`src/rtl/ring_pkg.sv`:
```
// Shared ring slot encodings, header layout and station state type
// for the per-core ring station.
package ring_pkg;

  localparam logic [3:0] SLOT_TOKEN   = 4'd1;
  localparam logic [3:0] SLOT_NULL    = 4'd7;
  localparam logic [3:0] SLOT_MESSAGE = 4'd8;

  localparam int HDR_DEST_LSB  = 14;
  localparam int HDR_FIELD_W   = 4;
  localparam int LEN_W_DEFAULT = 6;

  typedef enum logic {
    ST_PASS = 1'b0,
    ST_HELD = 1'b1
  } station_state_e;

  typedef struct packed {
    logic [31:0] data;
    logic [3:0]  slot_type;
    logic [3:0]  source;
  } ring_slot_t;

  localparam ring_slot_t NULL_SLOT  = '{data: 32'd0, slot_type: SLOT_NULL,  source: 4'd0};
  localparam ring_slot_t TOKEN_SLOT = '{data: 32'd0, slot_type: SLOT_TOKEN, source: 4'd0};

  function automatic logic [3:0] hdr_dest(input logic [31:0] word);
    return word[HDR_DEST_LSB +: HDR_FIELD_W];
  endfunction

endpackage

```
`src/rtl/ring_rr_arb.sv`:
```
// Two-way round-robin arbiter for the ring token; on a tie the client
// that did not win most recently is granted.
module ring_rr_arb (
  input  logic       clock,
  input  logic       reset,
  input  logic [1:0] want,
  input  logic       enable,
  output logic [1:0] grant
);

  logic rr_last_r;

  // Grant selection; rr_last_r resets to client 1 so client 0 wins the first tie
  always_comb begin
    grant = 2'b00;
    if (enable) begin
      case (want)
        2'b01:   grant = 2'b01;
        2'b10:   grant = 2'b10;
        2'b11:   grant = rr_last_r ? 2'b01 : 2'b10;
        default: grant = 2'b00;
      endcase
    end else begin
      grant = 2'b00;
    end
  end

  // Remember the most recent winner
  always_ff @(posedge clock or negedge reset) begin
    if (!reset) begin
      rr_last_r <= 1'b1;
    end else if (grant != 2'b00) begin
      rr_last_r <= grant[1];
    end else begin
      rr_last_r <= rr_last_r;
    end
  end

endmodule

```
`src/rtl/ring_station.sv`:
```
// Per-core ring node: registers the ring slot, strips messages addressed to
// this core, and owns/arbitrates the token between the Messenger and aux client.
module ring_station
  import ring_pkg::*;
#(
  parameter bit INJECT_TOKEN = 1'b0,
  parameter int LEN_W        = LEN_W_DEFAULT
) (
  input  logic        clock,
  input  logic        reset,
  input  logic [3:0]  whichCore,
  input  logic [31:0] RingIn,
  input  logic [3:0]  SlotTypeIn,
  input  logic [3:0]  SourceIn,
  output logic [31:0] RingOut,
  output logic [3:0]  SlotTypeOut,
  output logic [3:0]  SourceOut,
  input  logic        msgrWantsToken,
  output logic        msgrAcquireToken,
  input  logic        msgrDriveRing,
  input  logic [31:0] msgrRingOut,
  input  logic [3:0]  msgrSlotTypeOut,
  input  logic [3:0]  msgrSourceOut,
  input  logic        auxWantsToken,
  output logic        auxAcquireToken,
  input  logic        auxDriveRing,
  input  logic [31:0] auxRingOut,
  input  logic [3:0]  auxSlotTypeOut,
  input  logic [3:0]  auxSourceOut,
  output logic        tokenHeld,
  output logic        ringOverrun
);

  station_state_e state_r, state_s;
  logic             owner_r, owner_s;
  logic [LEN_W-1:0] in_len_r;
  logic             strip_r;
  logic             inject_r;
  logic             token_held_r;
  logic             overrun_r, overrun_s;
  ring_slot_t       out_r, out_s;
  ring_slot_t       in_slot_s, pass_slot_s, msgr_slot_s, aux_slot_s, owner_slot_s;
  logic             owner_drive_s;
  logic             is_header_s, dest_hit_s, strip_now_s, arb_en_s;
  logic [1:0]       grant_s;

  assign in_slot_s   = '{data: RingIn, slot_type: SlotTypeIn, source: SourceIn};
  assign msgr_slot_s = '{data: msgrRingOut, slot_type: msgrSlotTypeOut, source: msgrSourceOut};
  assign aux_slot_s  = '{data: auxRingOut, slot_type: auxSlotTypeOut, source: auxSourceOut};

  assign owner_slot_s  = owner_r ? aux_slot_s : msgr_slot_s;
  assign owner_drive_s = owner_r ? auxDriveRing : msgrDriveRing;

  // Header cycles decide stripping from the live dest field, payload cycles from the latched flag
  assign is_header_s = (in_len_r == {LEN_W{1'b0}}) && (SlotTypeIn == SLOT_MESSAGE);
  assign dest_hit_s  = (hdr_dest(RingIn) == whichCore);
  assign strip_now_s = is_header_s ? dest_hit_s : ((in_len_r != {LEN_W{1'b0}}) && strip_r);
  assign pass_slot_s = strip_now_s ? NULL_SLOT : in_slot_s;

  assign arb_en_s = (state_r == ST_PASS) && (SlotTypeIn == SLOT_TOKEN) && !inject_r;

  ring_rr_arb u_arb (
    .clock  (clock),
    .reset  (reset),
    .want   ({auxWantsToken, msgrWantsToken}),
    .enable (arb_en_s),
    .grant  (grant_s)
  );

  assign msgrAcquireToken = grant_s[0];
  assign auxAcquireToken  = grant_s[1];

  // Token FSM and output slot selection
  always_comb begin
    state_s   = state_r;
    owner_s   = owner_r;
    out_s     = pass_slot_s;
    overrun_s = overrun_r;
    if (inject_r) begin
      out_s = TOKEN_SLOT;
    end else begin
      case (state_r)
        ST_PASS: begin
          if (grant_s != 2'b00) begin
            state_s = ST_HELD;
            owner_s = grant_s[1];
            if (grant_s[1]) begin
              out_s = auxDriveRing ? aux_slot_s : NULL_SLOT;
            end else begin
              out_s = msgrDriveRing ? msgr_slot_s : NULL_SLOT;
            end
          end else if (SlotTypeIn == SLOT_TOKEN) begin
            out_s = in_slot_s;
          end else begin
            out_s = pass_slot_s;
          end
        end
        ST_HELD: begin
          if (owner_drive_s) begin
            out_s = owner_slot_s;
          end else begin
            out_s   = TOKEN_SLOT;
            state_s = ST_PASS;
          end
          // Anything real that we cannot strip is lost while we own the ring
          if (!strip_now_s && (SlotTypeIn != SLOT_NULL)) begin
            overrun_s = 1'b1;
          end else begin
            overrun_s = overrun_r;
          end
        end
        default: begin
          state_s = ST_PASS;
          out_s   = NULL_SLOT;
        end
      endcase
    end
  end

  // Message header / payload length tracker
  always_ff @(posedge clock or negedge reset) begin
    if (!reset) begin
      in_len_r <= {LEN_W{1'b0}};
      strip_r  <= 1'b0;
    end else if (in_len_r != {LEN_W{1'b0}}) begin
      in_len_r <= in_len_r - {{(LEN_W-1){1'b0}}, 1'b1};
    end else if (SlotTypeIn == SLOT_MESSAGE) begin
      in_len_r <= RingIn[LEN_W-1:0];
      strip_r  <= dest_hit_s;
    end else begin
      in_len_r <= in_len_r;
    end
  end

  // State and registered outputs
  always_ff @(posedge clock or negedge reset) begin
    if (!reset) begin
      state_r      <= ST_PASS;
      owner_r      <= 1'b0;
      inject_r     <= INJECT_TOKEN;
      token_held_r <= 1'b0;
      overrun_r    <= 1'b0;
      out_r        <= NULL_SLOT;
    end else begin
      state_r      <= state_s;
      owner_r      <= owner_s;
      inject_r     <= 1'b0;
      token_held_r <= (state_s == ST_HELD);
      overrun_r    <= overrun_s;
      out_r        <= out_s;
    end
  end

  assign RingOut     = out_r.data;
  assign SlotTypeOut = out_r.slot_type;
  assign SourceOut   = out_r.source;
  assign tokenHeld   = token_held_r;
  assign ringOverrun = overrun_r;

endmodule

```
`config.mk`:
```
export PLATFORM = sky130hd
export DESIGN_NAME = ring_station
export DESIGN_NICKNAME = d
export VERILOG_FILES = /design/src/rtl/ring_pkg.sv /design/src/rtl/ring_rr_arb.sv /design/src/rtl/ring_station.sv
export SDC_FILE = /design/constraint.sdc
export NUM_CORES = 1
export LEC_CHECK = 0
export CORE_AREA = 5 5 110 101
export CTS_BUF_LIST = sky130_fd_sc_hd__clkbuf_16
export CTS_CLUSTER_SIZE = 40
export DETAILED_ROUTE_END_ITERATION = 8
export DIE_AREA = 0 0 115 106
export PLACE_DENSITY = 0.81
export SYNTH_ARGS = -nofsm -noshare
export SYNTH_HDL_FRONTEND = slang
export SYNTH_SLANG_ARGS = --single-unit
```
`constraint.sdc`:
```
create_clock -name clock -period 2.08 [get_ports clock]
set_clock_uncertainty 0.15 [all_clocks]
set_input_delay 0.312 -clock clock [delete_from_list [all_inputs] [get_ports clock]]
set_output_delay 0.312 -clock clock [all_outputs]
set_load 0.01 [all_outputs]
```
==> Word-level counts from Yosys, hierarchy flattened <==
Cells that the tools add are included.
{ "classes": {"addsub": 1, "n_mul": 0, "n_div": 0, "n_lt_le_gt_ge": 0, "n_eq_ne": 7, "n_shift": 0, "n_mux": 19, "bitwise_logic": 2, "reduce_logical": 12} }
{ "ops": {"columns": ["cell", "count"], "rows": [
  ["2-to-1 mux 40 bit", 8],
  ["case mux 40 bit (2 select lines)", 1],
  ["2-to-1 mux 6 bit", 2],
  ["zero test 6 bit", 1],
  ["case mux 2 bit (3 select lines)", 1],
  ["AND reduction 2 bit", 3],
  ["nonzero test 6 bit", 1],
  ["subtractor 6 x 1 -> 6 bit, second input constant", 1],
  ["== test 2 bit, second input constant", 2],
  ["== test 4 x 1 -> 1 bit, second input constant", 1],
  ["== test 4 bit", 1],
  ["== test 4 bit, second input constant", 1],
  ["logical AND 1 bit", 4],
  ["2-to-1 mux 1 bit", 4],
  ["2-to-1 mux 2 bit", 2],
  ["!= test 4 x 3 -> 1 bit, second input constant", 1],
  ["nonzero test 2 bit", 2],
  ["== test 2 x 1 -> 1 bit, second input constant", 1],
  ["inverter 1 bit", 2],
  ["case mux 1 bit (2 select lines)", 1],
  ["zero test 1 bit", 1]
]} }
{ "word_totals": {"reg_bits": 51, "latch_bits": 0, "ram_bits": 0, "mem_bits_ro": 0, "input_bits": 130, "n_memories": 0} }

==> Logic depth before layout (Yosys ltp) <==
Gate-level depths: netlist (run 1).
{ "depth": {"ltp_word": 7, "mapped_depth": 7} }

==> By module <==
From an unflattened synthesis (run 1), not the netlist that was laid out.
{ "hier_totals": {"hier_cells": 260, "hier_area_um2": 2581.2} }
{ "modules_own_cells": {"columns": ["mod", "n_inst", "cells_per_inst", "area_each_um2", "seq_area_each_um2"], "rows": [
  ["ring_station", 1, 252, 2518.7, 1255.0],
  ["ring_rr_arb", 1, 8, 62.6, 26.3]
]} }

==> Least setup slack after synthesis (run 1) <==
No wires, ideal clock.
{ "synth_path": {"kind": "input-to-reg", "from": "input SlotTypeIn[2]", "to": "register out_r, in the netlist RingOut[24]", "setup_ps": 126, "arrival_time_ps": 1803, "setup_slack_ps": 1, "cell_stages": 5, "path_buffers": 1, "path_cell_list": "or4b_4 nor3_4 a221oi_4 buf_6 a221o_1"} }
{ "synth_lines": {"columns": ["item", "line", "text"], "rows": [
  ["start, declared", "ring_station.sv:13", "input logic [3:0] SlotTypeIn,"],
  ["end signal, assigned", "ring_station.sv:150", "out_r <= out_s;"],
  ["end, declared", "ring_station.sv:41", "ring_slot_t out_r, out_s;"]
]} }

==> flow_summary.json, run 1 <==
{
  "status": "finished with violations",
  "violations": "negative setup slack",
  "post_layout_nonfiller_instances": 749,
  "die_h_um": 106,
  "drv_slew": 0,
  "vias_per_cell": 5.63,
  "peakVddDrop_v": 0.000715,
  "tightest_slew_ps": 582,
  "slew_headroom": 0.612,
  "core_um2": 9980,
  "synth_top_flop_cell": "dfrtp_1",
  "synth.most_common_cell": "o21ai_0",
  "drtPass1Iterations": 5,
  "synthCells": 436,
  "path_cells": "buf_2 -> buf_6 -> or4b_4 -> nor3_4 -> a221oi_4 -> bufbuf_16 -> a221o_1",
  "clock-sinks": 51,
  "synthesis.nets": 567,
  "gp_congestion": 0.865,
  "synth_area_leaders": "dfrtp_1 33%, o21ai_0 12%, nand3_1 11%",
  "yosys.area.top_type": "dfrtp_1",
  "grt_pass1_vias": 4250,
  "initial_core_util": 0.354,
  "critPathBufInv": 3,
  "max_freq_mhz": 480,
  "dieWidth_um": 115,
  "grt_max_degree": 82,
  "portBuffers": 173,
  "hold_viol": 0,
  "area_growth_pct": 67.5,
  "ctsRootBufferMaster": "clkbuf_16",
  "yosysSeqAreaShare": 0.362,
  "clk_latency_ps": 280,
  "vias": 4218,
  "grt_usage": 0.209,
  "crit_arrival_ps": 2090,
  "setup_ws_ps": -1.56,
  "cpLargestDelayFamily": "simple AND/OR/NAND/NOR gates",
  "ys_ff_latch": 51,
  "postRouteAntennaNets": 0,
  "cts_buffer_depth": 2,
  "maxCapViolations": 0,
  "r2r-end": "SlotTypeOut[1]",
  "num_io_pins": 174,
  "cp_max_fo": 5,
  "finalSetupViolCount": 1,
  "critical_path_required_ps": 2090,
  "yosysWarnings": 0,
  "final_area_um2": 5930,
  "syn_avg_cell_area_um2": 8.11,
  "reg2reg_depth": 7,
  "yosys-top-cells-count": "86 x o21ai_0, 75 x nand3_1, 47 x dfrtp_1, 43 x nand2_1, 38 x and2_1",
  "synth-async-reset-ratio": 1.00,
  "crit_start": "SlotTypeIn[1]",
  "critPathCaptureType": "flip-flop",
  "rrSetupSlack_ps": 30,
  "timing.hold.ws_ps": 241,
  "antenna_cells": 0,
  "drive_gt1_frac": 0.135,
  "pwr_density_cell_nw_per_um2": 898,
  "min_period_ps": 2080,
  "rsz0062_at_grt": "true",
  "gr-total-overflow": 0,
  "wl_per_cell_um": 17.9,
  "dp_hpwl_um": 9720,
  "hold_path_class": "in2reg",
  "cp_slowest_stage_delay_ps": 540,
  "final_util": 0.593,
  "grt_pass1_wl_um": 20800,
  "clk_pin_slew_ps": 70,
  "drc": 0,
  "dieArea_um2": 12200,
  "row_count": 35,
  "r2r_start": "in_len_r[1]",
  "synth_edf_count": 0,
  "worst-path-stages": 7,
  "place_inst": 734,
  "first_iter_violations": 231,
  "crit_slowest_cell": "or4b_4",
  "num-nets-final": 750,
  "worstSetupStartpointType": "primary input",
  "crit_type": "in2reg",
  "wl_um": 13400,
  "synth_area_um2": 3540,
  "leakage_nw": 2.45,
  "ys_types": 45,
  "postPlaceCellArea_um2": 5640,
  "cts_tree": "built",
  "fin_crit_sh": 1.00,
  "antenna_found_initial": 0,
  "cts_max_level": 2,
  "critPathCapture": "SourceOut[0]",
  "tritoncts.num_buffers": 5,
  "synth_top_area_frac": 0.333
}
## metal layers
| layer | up-vias | track usage | part of all wire |
|---|---|---|---|
| met5 | - | 0 | 0 |
| met4 | 0 | 0.0587 | 0.020 |
| met3 | 23 | 0.0370 | 0.068 |
| met2 | 194 | 0.367 | 0.51 |
| met1 | 2018 | 0.261 | 0.40 |
| li1 | 1983 | - | - |
## placed cells by master, fill, tap and decap left out, drive strengths merged, types with 3 or more instances in the layout
cell	n
a21oi	6
a221o	37
and2	38
buf	49
clkbuf	6
clkdlybuf4s50	157
dfrtp	47
dfstp	4
dlygate4sd2	4
dlymetal6s2s	4
inv	6
nand2	43
nand2b	4
nand3	75
nand3b	4
nor2	4
nor3	3
o21ai	86
xor2	4
## metrics by stage
step / power (mW) / setup TNS (ps) / setup slack, ps
finish: 5.32 / -1.56 / -1.56
global route: 5.64 / -381 / -69.7
CTS: 5.39 / 0 / 0.899
detailed placement: 4.38 / -23840 / -650
global placement: 4.27 / -23180 / -620
floorplan: 2.94 / 0 / 0.589
## cell families after synthesis
logic type               count (synthesis)  share of synthesized area
multiplexers                             2                    0.00601
AO/OA/AOI/OAI                          148                      0.285
AND/OR/NAND/NOR                        183                      0.277
buffers and inverters                   47                     0.0569
adder cells (fa/ha/maj)                  1                    0.00354
flip-flops                              51                      0.362
XOR/XNOR                                 4                    0.00990
## power breakdown
part / total, mW / switching, mW / internal (mW)
Clock: 0.784 / 0.350 / 0.434
Combinational: 2.99 / 1.42 / 1.57
Sequential: 1.55 / 0.169 / 1.38
## flip-flops by register name (all words and copies together) (netlist names)
name             cells
SourceOut            4
strip_r              1
ringOverrun          1
RingOut             32
owner_r              1
SlotTypeOut          4
in_len_r             6
u_arb.rr_last_r      1
tokenHeld            1
## what timing repair did
| action | CTS | global route |
|---|---|---|
| setup buffers | 7 | 0 |
| hold buffers | 1 | 0 |
| resized for setup | 40 | 14 |
| pin swaps | 11 | 5 |
| hold endpoints to repair | 18 | 0 |
| cloned | 2 | 0 |
| endpoints found under the setup margin | 41 | 38 |
## tightest hold or removal path: cells and delay by family
family | cells | cell delay (ps)
compound gates | 1 | 130
buf+inv | 2 | 200
## worst min path at each step
stage	startpoint	end	slack, ps	cells past startpoint
after global placement	reset	ringOverrun	180	1
after global routing	SlotTypeIn[3]	SlotTypeOut[3]	270	3
after CTS	SlotTypeIn[3]	SlotTypeOut[3]	330	3
after detailed placement	reset	ringOverrun	190	1
after floorplan	reset	RingOut[0]	-130	0
final	SlotTypeIn[3]	SlotTypeOut[3]	240	3
## final cells by class
| class | count | area, um^2 |
|---|---|---|
| Fill cell | 885 | 4060 |
| Clock inverter | 3 | 11.3 |
| Tap cell | 129 | 161 |
| Multi-Input combinational cell | 338 | 2170 |
| Sequential cell | 51 | 1280 |
| Inverter | 5 | 18.8 |
| Clock buffer | 5 | 125 |
| Timing Repair Buffer | 218 | 2160 |
No activity file was read; power rests on OpenSTA's default activity.
==> inputs of run 2 (changes only) <==
--- a/config.mk
+++ b/config.mk
@@ -5,6 +5,7 @@
 export SDC_FILE = /design/constraint.sdc
 export NUM_CORES = 1
 export LEC_CHECK = 0
+export CAP_MARGIN = 20
 export CORE_AREA = 5 5 110 101
 export CTS_BUF_LIST = sky130_fd_sc_hd__clkbuf_16
 export CTS_CLUSTER_SIZE = 40
==> results of run 2 <==
Final layout, timing and power as in run 1 (identical DEF).
==> inputs of run 3 (changes only) <==
--- a/config.mk
+++ b/config.mk
@@ -12,6 +12,8 @@
 export DETAILED_ROUTE_END_ITERATION = 8
 export DIE_AREA = 0 0 115 106
 export PLACE_DENSITY = 0.81
+export RECOVER_POWER = 100
+export SLEW_MARGIN = 20
 export SYNTH_ARGS = -nofsm -noshare
 export SYNTH_HDL_FRONTEND = slang
 export SYNTH_SLANG_ARGS = --single-unit
==> flow_summary.json, run 3 (synthesized netlist as in run 1, its figures left out) <==
{
  "num_io_pins": 174,
  "slew_headroom": 0.572,
  "postRouteAntennaNets": 0,
  "clock-sinks": 51,
  "final_area_um2": 5900,
  "vias": 4231,
  "drive_gt1_frac": 0.131,
  "grt_usage": 0.209,
  "antenna_found_initial": 0,
  "wl_um": 13400,
  "maxCapViolations": 0,
  "die_h_um": 106,
  "crit_arrival_ps": 2090,
  "area_growth_pct": 66.7,
  "register_area_um2": 1280,
  "vias_per_cell": 5.65,
  "rsz0062_at_grt": "true",
  "grt_pass1_vias": 4250,
  "fin_crit_sh": 0.999,
  "leakage_nw": 2.53,
  "drv_slew": 0,
  "clk_pin_slew_ps": 70,
  "first_iter_violations": 237,
  "pwr_density_cell_nw_per_um2": 880,
  "cp_max_fo": 5,
  "timing.hold.ws_ps": 240,
  "pre_cts_ws_ps": -650,
  "crit_type": "in2reg",
  "wl_per_cell_um": 17.9,
  "worstSetupStartpointType": "primary input",
  "num-nets-final": 750,
  "max_freq_mhz": 481,
  "critical_path_required_ps": 2090,
  "n_fill_cell": 890,
  "finalSetupViolCount": 0,
  "total_power_mw": 5.19,
  "dieWidth_um": 115,
  "min_period_ps": 2080,
  "ctsRootBufferMaster": "clkbuf_16",
  "dp_hpwl_um": 9720,
  "portBuffers": 173,
  "cts_max_level": 2,
  "grt_pass1_wl_um": 20800,
  "multi_input_area_um2": 2160,
  "initial_core_util": 0.354,
  "gr-total-overflow": 0,
  "status": "complete, no violations",
  "layout_common_cells": "116 x clkdlybuf4s50_1, 86 x o21ai_0, 75 x nand3_1, 46 x dfrtp_1, 43 x nand2_1",
  "tritoncts.num_buffers": 5,
  "final_common_cell": "clkdlybuf4s50_1",
  "drtPass1Iterations": 5,
  "core_um2": 9980,
  "tightest_slew_ps": 642,
  "hold_viol": 0,
  "row_count": 35,
  "peakVddDrop_v": 0.000708,
  "drc": 0,
  "gp_congestion": 0.865,
  "postPlaceCellArea_um2": 5640,
  "dieArea_um2": 12200,
  "grt_max_degree": 82,
  "setup_ws_ps": 1.32,
  "antenna_cells": 0,
  "cts_tree": "built",
  "hold_path_class": "in2reg",
  "largest_reg_flops": 32,
  "critPathCaptureType": "flip-flop",
  "cts_buffer_depth": 2,
  "clk_latency_ps": 280
}
==> run 3: cell count changes in the layout (fill, tap and decap cells not counted), sizes merged <==
cell / before / now
dlygate4sd3: 1 / 42
buf: 49 / 46
clkdlybuf4s50: 157 / 116
clkbuf: 6 / 9
==> run 3: worst paths after layout <==
path	startpoint	endpoint	slack, ps	cells after the start
max	SlotTypeIn[1]	RingOut[16]	1	7
min	SlotTypeIn[3]	SlotTypeOut[3]	240	3
min reg2reg	ringOverrun	ringOverrun	340	1
max reg2reg	in_len_r[1]	SlotTypeOut[1]	30	7
min in group asynchronous	reset	ringOverrun	410	2
max in group asynchronous	reset	RingOut[13]	310	3
==> run 3: worst max-delay path, stage by stage <==
cell	delay (ps)
buf_2	120
buf_6	110
or4b_4	540
nor3_4	250
a221oi_4	130
bufbuf_16	290
a221o_1	330
==> run 3: metrics by stage <==
step / util / cells / setup TNS, ps
2_1_floorplan: - / 436 / 0
3_3_place_gp: 0.565 / 734 / -23180
3_5_place_dp: 0.565 / 734 / -23840
4_1_cts: 0.597 / 752 / 0
5_1_grt: 0.590 / 749 / -405
6_report: 0.590 / 749 / 0
==> run 3: metal layers <==
metal	track usage	up-vias	part of all wire
met1	0.261	2034	0.40
li1	-	1981	-
met3	0.0370	25	0.070
met4	0.0587	0	0.021
met5	0	-	0
met2	0.367	191	0.51
==> run 3: power breakdown <==
group | switching (mW) | internal, mW
clock | 0.351 | 0.434
combinational | 1.42 | 1.45
sequential | 0.150 | 1.38
total | 1.92 | 3.27
==> run 3: cell type report <==
cell class,instances,area share
timing repair buffer,218,0.363
multi-input combinational,338,0.366
clock inverter,3,0.00191
inverter,5,0.00318
tap,129,0.0274
sequential,51,0.218
clock buffer,5,0.0212
==> run 3: timing repair <==
action	4_1_cts	5_1_grt
endpoints found under the setup margin	41	38
pin swaps	11	5
gates cloned	2	0
resized for setup	40	14
setup buffers	7	0
hold buffers	1	0
hold endpoints to repair	18	0
